File: config.mk
export PLATFORM = sky130hd
export DESIGN_NAME = spi_peripheral
export DESIGN_NICKNAME = d
export VERILOG_FILES = /design/src/rtl/spi_pkg.sv /design/src/rtl/spi_sync_edge.sv /design/src/rtl/spi_peripheral.sv
export SDC_FILE = /design/constraint.sdc
export NUM_CORES = 1
export LEC_CHECK = 0
export CAP_MARGIN = 20
export CORE_MARGIN = 2
export CORE_UTILIZATION = 47
export DETAILED_ROUTE_END_ITERATION = 12
export PLACE_DENSITY = 0.78
export SYNTH_ARGS = -nofsm -noshare
export SYNTH_HDL_FRONTEND = slang
export SYNTH_SLANG_ARGS = --single-unit
File: constraint.sdc
create_clock -name clk -period 4 [get_ports clk]
set_input_delay 1.2 -clock clk [delete_from_list [all_inputs] [get_ports clk]]
set_output_delay 1.2 -clock clk [all_outputs]
set_load 0.01 [all_outputs]
File: src/rtl/spi_pkg.sv
// Shared types and sizing helpers for the SPI peripheral slice.
package spi_pkg;

  typedef enum logic {
    IDLE  = 1'b0,
    SHIFT = 1'b1
  } state_e;

  localparam int SYNC_STAGES = 2;
  localparam int MAX_WORDS   = 4;

  function automatic int bit_cnt_w(input int data_bits);
    return (data_bits > 1) ? $clog2(data_bits) : 1;
  endfunction

  function automatic int word_cnt_w(input int num_words);
    return $clog2(num_words + 1);
  endfunction

endpackage

File: src/rtl/spi_sync_edge.sv
// Two-flop synchronizer for an asynchronous input, plus one history flop
// that yields single-cycle rise/fall strobes on the synchronized signal.
module spi_sync_edge
  import spi_pkg::*;
#(
  parameter logic RESET_VALUE = 1'b0
) (
  input  logic clk,
  input  logic reset,
  input  logic async_in,
  output logic sync_out,
  output logic rise,
  output logic fall
);

  logic [SYNC_STAGES-1:0] sync_q, sync_d;
  logic                   prev_q, prev_d;

  always_comb begin
    sync_d = {sync_q[SYNC_STAGES-2:0], async_in};
    prev_d = sync_q[SYNC_STAGES-1];
  end

  // NOTE: sequential state uses non-blocking assignments so every flop samples pre-edge values.
  always_ff @(posedge clk or posedge reset) begin
    if (reset) begin
      sync_q <= {SYNC_STAGES{RESET_VALUE}};
      prev_q <= RESET_VALUE;
    end else begin
      sync_q <= sync_d;
      prev_q <= prev_d;
    end
  end

  assign sync_out = sync_q[SYNC_STAGES-1];
  assign rise     = sync_out & ~prev_q;
  assign fall     = ~sync_out & prev_q;

endmodule

File: src/rtl/spi_peripheral.sv
// Mode-0 SPI slave, oversampled on clk: shifts preloaded words out on MISO
// and captures up to NUM_WORDS MOSI words per SS-low frame.
module spi_peripheral
  import spi_pkg::*;
#(
  parameter int DATA_BITS = 8,
  parameter int NUM_WORDS = 4
) (
  input  logic                 clk,
  input  logic                 reset,
  input  logic                 SCK,
  input  logic                 SS,
  input  logic                 MOSI,
  output logic                 MISO,
  input  logic [DATA_BITS-1:0] tx_word0,
  input  logic [DATA_BITS-1:0] tx_word1,
  input  logic [DATA_BITS-1:0] tx_word2,
  input  logic [DATA_BITS-1:0] tx_word3,
  output logic [DATA_BITS-1:0] received_word0,
  output logic [DATA_BITS-1:0] received_word1,
  output logic [DATA_BITS-1:0] received_word2,
  output logic [DATA_BITS-1:0] received_word3,
  output logic                 word_done,
  output logic                 frame_done,
  output logic [2:0]           words_rcvd,
  output logic                 busy
);

  localparam int BCW = bit_cnt_w(DATA_BITS);
  localparam int WCW = word_cnt_w(NUM_WORDS);
  localparam logic [BCW-1:0] LAST_BIT  = BCW'(DATA_BITS - 1);
  localparam logic [WCW-1:0] WORDS_MAX = WCW'(NUM_WORDS);

  logic sck_sync, sck_rise, sck_fall;
  logic ss_sync, ss_rise, ss_fall;

  spi_sync_edge #(.RESET_VALUE(1'b0)) u_sck_sync (
    .clk      (clk),
    .reset    (reset),
    .async_in (SCK),
    .sync_out (sck_sync),
    .rise     (sck_rise),
    .fall     (sck_fall)
  );

  spi_sync_edge #(.RESET_VALUE(1'b1)) u_ss_sync (
    .clk      (clk),
    .reset    (reset),
    .async_in (SS),
    .sync_out (ss_sync),
    .rise     (ss_rise),
    .fall     (ss_fall)
  );

  state_e                 state_q, state_d;
  logic [SYNC_STAGES-1:0] mosi_q, mosi_d;
  logic [SYNC_STAGES-1:0] flush_q, flush_d;
  logic                   armed_q, armed_d;
  logic                   miso_q, miso_d;
  logic [DATA_BITS-1:0]   tx_sr_q, tx_sr_d;
  logic [DATA_BITS-2:0]   rx_sr_q, rx_sr_d;
  logic [DATA_BITS-1:0]   tx_buf_q [MAX_WORDS];
  logic [DATA_BITS-1:0]   tx_buf_d [MAX_WORDS];
  logic [DATA_BITS-1:0]   rx_word_q [MAX_WORDS];
  logic [DATA_BITS-1:0]   rx_word_d [MAX_WORDS];
  logic [BCW-1:0]         bit_cnt_q, bit_cnt_d;
  logic [WCW-1:0]         word_cnt_q, word_cnt_d;
  logic                   word_done_q, word_done_d;
  logic                   frame_done_q, frame_done_d;

  logic                   mosi_sync;
  logic [DATA_BITS-1:0]   rx_full;
  logic [1:0]             idx;

  assign mosi_sync = mosi_q[SYNC_STAGES-1];

  // NOTE: every always_comb output gets a default first, so no path can infer a latch.
  always_comb begin
    state_d      = state_q;
    mosi_d       = {mosi_q[SYNC_STAGES-2:0], MOSI};
    flush_d      = {flush_q[SYNC_STAGES-2:0], 1'b1};
    armed_d      = armed_q;
    miso_d       = miso_q;
    tx_sr_d      = tx_sr_q;
    rx_sr_d      = rx_sr_q;
    tx_buf_d     = tx_buf_q;
    rx_word_d    = rx_word_q;
    bit_cnt_d    = bit_cnt_q;
    word_cnt_d   = word_cnt_q;
    word_done_d  = 1'b0;
    frame_done_d = 1'b0;
    rx_full      = {rx_sr_q, mosi_sync};
    idx          = 2'(word_cnt_q);

    // A frame may only start once the synchronizers hold real samples and
    // the link has been seen idle, so a stale SS-low at reset release is ignored.
    if (flush_q[SYNC_STAGES-1] && ss_sync && !sck_sync) begin
      armed_d = 1'b1;
    end

    unique case (state_q)
      IDLE: begin
        miso_d = 1'b0;
        if (ss_fall && armed_q) begin
          tx_buf_d   = '{tx_word0, tx_word1, tx_word2, tx_word3};
          tx_sr_d    = tx_word0;
          miso_d     = tx_word0[DATA_BITS-1];
          bit_cnt_d  = '0;
          word_cnt_d = '0;
          state_d    = SHIFT;
        end
      end
      SHIFT: begin
        if (ss_rise) begin
          frame_done_d = 1'b1;
          miso_d       = 1'b0;
          state_d      = IDLE;
        end else if (sck_rise) begin
          rx_sr_d = rx_full[DATA_BITS-2:0];
          if (bit_cnt_q == LAST_BIT) begin
            bit_cnt_d = '0;
            if (word_cnt_q < WORDS_MAX) begin
              rx_word_d[idx] = rx_full;
              word_done_d    = 1'b1;
              word_cnt_d     = word_cnt_q + 1'b1;
            end
          end else begin
            bit_cnt_d = bit_cnt_q + 1'b1;
          end
        end else if (sck_fall) begin
          // A zero bit count here means a word boundary was just crossed.
          if (word_cnt_q >= WORDS_MAX) begin
            miso_d = 1'b0;
          end else if (bit_cnt_q == '0) begin
            tx_sr_d = tx_buf_q[idx];
            miso_d  = tx_buf_q[idx][DATA_BITS-1];
          end else begin
            tx_sr_d = tx_sr_q << 1;
            miso_d  = tx_sr_q[DATA_BITS-2];
          end
        end
      end
      default: state_d = IDLE;
    endcase
  end

  // NOTE: the small word arrays are reset too, because received words must read zero after reset.
  always_ff @(posedge clk or posedge reset) begin
    if (reset) begin
      state_q      <= IDLE;
      mosi_q       <= '0;
      flush_q      <= '0;
      armed_q      <= 1'b0;
      miso_q       <= 1'b0;
      tx_sr_q      <= '0;
      rx_sr_q      <= '0;
      tx_buf_q     <= '{default: '0};
      rx_word_q    <= '{default: '0};
      bit_cnt_q    <= '0;
      word_cnt_q   <= '0;
      word_done_q  <= 1'b0;
      frame_done_q <= 1'b0;
    end else begin
      state_q      <= state_d;
      mosi_q       <= mosi_d;
      flush_q      <= flush_d;
      armed_q      <= armed_d;
      miso_q       <= miso_d;
      tx_sr_q      <= tx_sr_d;
      rx_sr_q      <= rx_sr_d;
      tx_buf_q     <= tx_buf_d;
      rx_word_q    <= rx_word_d;
      bit_cnt_q    <= bit_cnt_d;
      word_cnt_q   <= word_cnt_d;
      word_done_q  <= word_done_d;
      frame_done_q <= frame_done_d;
    end
  end

  assign MISO           = miso_q;
  assign received_word0 = rx_word_q[0];
  assign received_word1 = rx_word_q[1];
  assign received_word2 = rx_word_q[2];
  assign received_word3 = rx_word_q[3];
  assign word_done      = word_done_q;
  assign frame_done     = frame_done_q;
  assign words_rcvd     = 3'(word_cnt_q);
  assign busy           = (state_q == SHIFT);

endmodule
* Word level (Yosys, flattened, before mapping)
Index checks and enable logic that the tools add are counted.
** Word-level totals
- Bits in registers :: 99
- Bits in latches :: 0
- Bits in writable memories :: 0
- Memory bits (read-only) :: 0
- Input bits :: 37
- Output and inout bits :: 39
- Word-level logic and storage cells :: 104
- Memories kept :: 0
** Operators by class
- $add $sub $neg :: 2
- Multiply operators :: 0
- Divide/modulo/power cells :: 0
- Order comparisons :: 4
- Equality and inequality tests :: 11
- Shifts and indexed selects :: 0
- Muxes and demuxes :: 40
- Bitwise operators :: 11
- Reduce and logical (&&, ||, !) cells :: 13
** Operators by type and width (count)
- $mux W7 :: 6
- $bwmux W32 :: 1
- $mux W3 :: 8
- $mux W8 :: 3
- $bmux W8 S2 :: 1
- $demux W8 S2 :: 1
- $mux W1 :: 15
- $reduce_and A5 Y1 :: 3
- $pmux W7 S2 :: 1
- $ne A2 B2 Y1 const B :: 6
- $pmux W3 S2 :: 2
- $add A3 B1 Y3 const B :: 2
- $ge A3 B3 Y1 const B :: 2
- $ne A3 B3 Y1 const B :: 2
- $not A1 Y1 :: 6
- $reduce_and A3 Y1 :: 2
- $and A1 B1 Y1 :: 4
- $logic_and A1 B1 Y1 :: 4
- $ne A2 B1 Y1 const B :: 2
- $pmux W1 S2 :: 2
- $reduce_and A2 Y1 :: 2
- $eq A3 B3 Y1 const B :: 1
- $logic_not A3 Y1 :: 1
- $lt A3 B1 Y1 const B :: 1
- other kinds (3) :: 3

* Logic depth before layout (Yosys ltp)
Gate-level depths: netlist (run 1).
- Depth after elaboration :: 10
- Depth in mapped cells :: 7
- Mapped depth without buffers :: 6

* Cells and area by module
Synthesis (run 1) repeated with hierarchy kept, for this count alone.
** Second synthesis, totals
- Cell total of the unflattened synthesis :: 360
- Area total of the unflattened synthesis :: 4172.8 um^2
** Modules (own cells, without submodules)
- spi_peripheral :: times used 1, cells each 348, area an instance 3981.3 um^2, seq. area each 2327.2 um^2
- spi_sync_edge at u_ss_sync :: times used 1, cells each 6, area an instance 97.6 um^2, seq. area each 78.8 um^2
- spi_sync_edge at u_sck_sync :: times used 1, cells each 6, area an instance 93.8 um^2, seq. area each 75.1 um^2

* Worst setup path after synthesis (run 1)
No wires, ideal clock.
- Kind :: flip-flop to flip-flop
- From :: register state_q, in the netlist busy
- To :: register rx_word_q, in the netlist received_word3[0]
- Setup time :: 0.125 ns
- Arrival time :: 1.636 ns
- Required time :: 3.875 ns
- Slack :: 2.239 ns
- Cell stages (with the launch flop) :: 6
- Path buffers :: 1
- Clock period less this slack :: 1.761 ns
- Path through :: dfrtp_1 inv_1 buf_2 nand4_1 nand4_2 mux2_2
** On the way
- Cells in the longest elaborated chain, start to end :: 1
** RTL lines
- start: declaration :: RTL line spi_peripheral.sv:55 : state_e state_q, state_d;
- start signal: assignment :: RTL line spi_peripheral.sv:164 : state_q <= state_d;
- $reduce_and A5 Y1 (no line)
- end signal: assignment :: RTL line spi_peripheral.sv:172 : rx_word_q <= rx_word_d;
- end: declaration :: RTL line spi_peripheral.sv:64 : logic [DATA_BITS-1:0] rx_word_q [MAX_WORDS];
Every way passes these cells.
A chain may end at the register's enable or synchronous reset.

* Worst setup path after layout (run 1)
- From :: register word_cnt_q[0], in the netlist words_rcvd[0]
- To :: output words_rcvd[0]
** RTL lines
- start: declaration :: RTL line spi_peripheral.sv:67 : logic [WCW-1:0] word_cnt_q, word_cnt_d;
- start signal: assignment :: RTL line spi_peripheral.sv:174 : word_cnt_q <= word_cnt_d;
- end: declaration :: RTL line spi_peripheral.sv:25 : output logic [2:0] words_rcvd,
No word-level cell between the ends.

==> impl_metrics.ini, run 1 <==
[cts]
postCtsHoldBufs = 0
postCtsSetupBuffers = 0
cts_sinks = 99
cts_tree = built
htree_num_levels = 3
cts_buffers = 9
cts_root_buffer = clkbuf_8
clk_pin_slew_ns = 0.09
post_cts_resized = 0
clk_latency_ns = 0.37
clk_path_buf_depth = 2

[die]
ios = 76
die_h_um = 97.2
dieArea_mm2 = 0.00945
core_mm2 = 0.00855
fp.dieW_um = 97.2
start_util = 0.478
core.rowCount = 34

[synth]
synth_compound_area_frac = 0.0502
synth_top_family_by_area = simple AND/OR/NAND/NOR gates
synth_fa_ha_area_frac = 0.0214
ys_types = 31
syn_area_mm2 = 0.00408
yosys_warnings = 0
yosys.area_share.xor_xnor = 0
netlist_top_cells_area = dfrtp_1, nand2_1, mux2_2
synth_simple_gate_area_frac = 0.163
synth_nets = 405
syn-mean-instance-area_um2 = 11.3
synthMuxAreaShare = 0.135
ys_ff_latch = 99
yosysTopAreaCell = dfrtp_1
seq_area_frac_synth = 0.608
syn_inst = 361
synth_top_area_share = 0.588

[sta]
tightest_slew_ns = 0.629
hold_viol_final = 0
finalSetupViolations = 0
slew_headroom = 0.581
min_period_ns = 3.00
slew_viol_final = 0
fmax_mhz = 334
tns_ns = 0
finClkSkew_ns = 0.0160
period_share = 0.750
grt_setup_unrepaired = no

[routing]
drc = 0
vias = 2841
vias_per_cell = 5.17
wl_um = 8220
postRouteAntennaNets = 0
wl_per_cell_um = 14.9
drt_first_pass_iters = 4
drt_iter0_markers = 152

[min_path]
hp-class = reg -> reg
whs_path_depth = 0

[critical_path]
r2r_cells = 4
slowest_stage = dfrtp_1
critPathArrivalTime_ns = 1.80
start_kind = register
worstPathCellList = clkdlybuf4s50_1
cp.depth = 1
critPathKind = reg -> out
slowest_delay_ns = 0.75
path_max_fanout = 13
cp-end-kind = output pin
crit_required_ns = 2.80
critPathTopFamily = flip-flops
crit_buf_inv = 1

[job]
drv_cap = 0

[final_layout]
fin_area_mm2 = 0.00516
fillers = 689
fin_util = 0.604
diodes = 0
syn2layout_area_growth_pct = 26.4
drive_gt1_frac = 0.156
nets = 481

[global_route]
busiest_layer = met2
grt_max_degree = 55
grt_overflow = 0
antenna_found_initial = 0
use_met2 = 0.293
grt_first_pass_wirelength_um = 14000
grt_use_met1 = 0.255
met3_usage = 0.0381
grtUsageTotal = 0.186
grt_pass1_vias = 2867

[place]
placed_cell_area_mm2 = 0.00497
gp_congestion = 0.804
dp_hpwl_um = 5810
port_buffers = 75

[outcome]
status = completed

[power_and_ir_drop]
power.leakage_uw = 0.00252
power_per_cell_area_mw_per_mm2 = 451
ir_drop_uv = 252
-- flip-flops by register name, indices dropped and copies added (netlist names) --
name and cells:
word_done 1, armed_q 1, received_word1 8, words_rcvd 3, bit_cnt_q 3, tx_buf_q 32
frame_done 1, flush_q 2, received_word2 8, rx_sr_q 7, u_ss_sync.prev_q 1, u_ss_sync.sync_q 2
received_word3 8, received_word0 8, MISO 1, tx_sr_q 7, u_sck_sync.sync_q 2, mosi_q 2
u_sck_sync.prev_q 1, busy 1
-- worst paths after layout --
check | startpoint | endpoint | slack [ns]
worst max-delay path | words_rcvd[0] | words_rcvd[0] | 1.00
worst min-delay path | flush_q[0] | flush_q[1] | 0.36
worst max register to register | busy | received_word2[7] | 1.69
worst min register to register | flush_q[0] | flush_q[1] | 0.36
max in group asynchronous | reset | u_ss_sync.prev_q | 2.07
min in group asynchronous | reset | mosi_q[0] | 1.23
-- metal layers --
metal  up-vias  wire, µm
li1       1348         -
met3        12       310
met2        64      4010
met4         0       169
met5         -         0
met1      1417      3730
-- final cells by class --
class,instances,area [µm²],area share
Clock buffer,9,124,0.0240
Clock inverter,7,62.6,0.0121
Inverter,8,32.5,0.00630
Multi-Input combinational cell,239,1530,0.296
Sequential cell,99,2480,0.480
Tap cell,108,135,0.0262
Timing Repair Buffer,80,801,0.155
-- cells by family after synthesis --
family / Yosys count
buffers and inverters: 23
muxes: 41
DFF: 99
other: 1
and+or+nand+nor: 159
adders and majority gates: 7
AOI/OAI and AO/OA: 31
-- cell usage after synthesis (all sizes together) --
library cell	instances
o31ai	3
nand4	2
dfstp	3
mux4	8
nor2b	2
ha	7
and3	1
mux2	33
nand3	2
nor2	8
or3	1
a22o	1
a31oi	2
a21oi	9
nor3b	1
nor3	1
nor4bb	1
inv	8
buf	3
nand2	133
a31o	1
nor4	1
a21o	7
a211oi	6
o21ai	2
dfrtp	96
clkbuf	12
nand2b	6
conb	1
-- placed cells by master, fill, tap and decap left out, types with 3 or more instances in the layout --
cell type / instances
clkdlybuf4s50_1: 75
mux4_2: 8
a21oi_1: 9
mux2_2: 32
ha_1: 7
nor2_1: 8
o31ai_1: 3
a21o_1: 7
dfstp_2: 3
a211oi_1: 6
buf_4: 4
clkbuf_8: 9
inv_1: 7
dfrtp_1: 96
nand2_1: 133
nand2b_1: 6
-- per-stage QoR --
step	setup slack, ns	instances	hold slack [ns]	total power, µW
2_1_floorplan	0.215	361	0.331	1590
3_3_place_gp	1.37	533	0.332	1720
3_5_place_dp	1.34	533	0.338	1750
4_1_cts	0.952	549	0.360	2340
5_1_grt	0.852	550	0.365	2480
6_report	1.00	550	0.358	2330
-- power breakdown --
part	switching [µW]	total, µW	internal, µW
logic	217	412	195
registers	144	1330	1180
clock network	358	594	235
total	719	2330	1610
-- worst register-to-register path, stage by stage, from the launching register on --
cell and delay (ns):
dfrtp_1 0.64, inv_1 0.33, nor4_4 0.47, nand2_1 0.35
mux2_1 0.41
(Power assumes the default switching activity.)
==> run 2, diff against run 1 <==
==> constraint.sdc (replaced) <==
create_clock -name clk -period 2.6 [get_ports clk]
set_input_delay 0.78 -clock clk [delete_from_list [all_inputs] [get_ports clk]]
set_output_delay 0.78 -clock clk [all_outputs]
set_load 0.01 [all_outputs]
==> run 2 against run 1 <==
  * Critical path type unchanged
  * Largest cell class unchanged
  * Count of clock-buffer cells in the layout stayed put
  * Die area is the same
  * Global-route usage up 0.29 points
  * Critical endpoint is now busy
==> impl_metrics.ini, run 2 (synthesis gave the netlist of run 1 again) <==
[power_and_ir_drop]
power_per_cell_area_mw_per_mm2 = 701
pwr-share-seq = 0.554
internal_power_uw = 2500
p_sw_frac = 0.314
p_switching_uw = 1150
finalPower_uw = 3650
combPwrFrac = 0.178
clockPowerShare = 0.268
ir_drop_uv = 391
power.leakage_uw = 0.00254

[cts]
cts_buffers = 9
cts_sinks = 99
clk_path_buf_depth = 2
htree_num_levels = 3
clk_pin_slew_ns = 0.10
postCtsSetupBuffers = 0
cts_tree = built
postCtsHoldBufs = 0
post_cts_resized = 0
cts_root_buffer = clkbuf_8
clk_latency_ns = 0.38

[sta]
hold_viol_final = 0
fin_ws_ns = 0.275
finClkSkew_ns = 0.0197
finalSetupViolations = 0
slew_viol_final = 0
period_share = 0.894
tightest_slew_ns = 0.546
grt_setup_unrepaired = no
slew_headroom = 0.635
tns_ns = 0
fmax_mhz = 430
min_period_ns = 2.33

[critical_path]
crit_required_ns = 1.82
critPathArrivalTime_ns = 1.55
slowest_delay_ns = 0.64
critPathTopFamily = buffers and inverters
start_kind = register
path_max_fanout = 10
slowest_stage = clkdlybuf4s50_1
worstPathCellList = clkdlybuf4s50_1
critPathKind = reg -> out
cp-end-kind = output pin
crit_buf_inv = 1

[job]
drv_cap = 0

[outcome]
status = completed

[global_route]
grt_max_degree = 100
grtUsageTotal = 0.189
grt_first_pass_wirelength_um = 14300
grt_pass1_vias = 2907
grt_overflow = 0
antenna_found_initial = 0

[die]
dieArea_mm2 = 0.00945
fp.dieW_um = 97.2
start_util = 0.478
die_h_um = 97.2
core.rowCount = 34
ios = 76
core_mm2 = 0.00855

[final_layout]
largest_register = tx_buf_q
drive_gt1_frac = 0.162
nets = 484
mostFrequentLayoutCell = nand2_1
largest_reg_flops = 32
diodes = 0
fin_cells = 553
syn2layout_area_growth_pct = 27.4
layout_common_cells = nand2_1, dfrtp_1, clkdlybuf4s50_1

[place]
port_buffers = 75
pre_cts_slack_ns = 0.528
post-place-cells = 537
dp_hpwl_um = 5800
gp_congestion = 0.857

[min_path]
hp-class = reg -> reg

[routing]
wl_um = 8340
drt_first_pass_iters = 4
vias = 2828
wl_per_cell_um = 15.1
vias_per_cell = 5.11
postRouteAntennaNets = 0
drc = 0
drt_iter0_markers = 161
-- run 2: routing by layer --
| metal | track usage | share of wire | vias to the layer above |
|---|---|---|---|
| met5 | 0 | 0 | - |
| met4 | 0.0705 | 0.015 | 0 |
| met3 | 0.0360 | 0.036 | 10 |
| met2 | 0.307 | 0.49 | 57 |
| met1 | 0.256 | 0.45 | 1404 |
| li1 | - | - | 1357 |
-- run 2: through the flow --
stage | instance area, µm² | hold WS [ns] | utilization
5_1_grt | 5200 | 0.366 | 0.609
3_3_place_gp | 5000 | 0.334 | 0.585
6_report | 5200 | 0.359 | 0.609
4_1_cts | 5200 | 0.361 | 0.609
2_1_floorplan | 4090 | 0.331 | -
3_5_place_dp | 5000 | 0.336 | 0.585
-- run 2: final timing paths --
path | cells past startpoint | start | slack (ns) | end
min | 0 | flush_q[0] | 0.36 | flush_q[1]
min reg2reg | 0 | flush_q[0] | 0.36 | flush_q[1]
max | 1 | busy | 0.27 | busy
min in group asynchronous | 3 | reset | 0.89 | received_word0[1]
max reg2reg | 4 | busy | 0.49 | received_word0[0]
max in group asynchronous | 3 | reset | 1.33 | u_ss_sync.prev_q
-- run 2: final cells by class --
type	count	area, µm²
inverters	8	33.8
flip-flops and latches	99	2480
clock buffers	9	124
well taps	108	135
multi-input cells	239	1530
fillers	694	3350
clock inverters	7	78.8
repair buffers	83	823
-- run 2: power by group through the flow --
stage | logic (µW) | clock network (µW) | registers, µW
after global routing | 753 | 1050 | 2060
final | 651 | 977 | 2020
after floorplan | 470 | 0 | 1980
after CTS | 659 | 987 | 2020
after global placement | 628 | 0 | 2030
after detailed placement | 654 | 0 | 2050
-- run 2: worst reg2reg max path, delay by kind of cell, from the launching register on --
| kind | cells | cell delay [ns] |
|---|---|---|
| flip-flops | 1 | 0.54 |
| buffers and inverters | 1 | 0.28 |
| multiplexers | 1 | 0.38 |
| AND/OR/NAND/NOR | 2 | 0.81 |
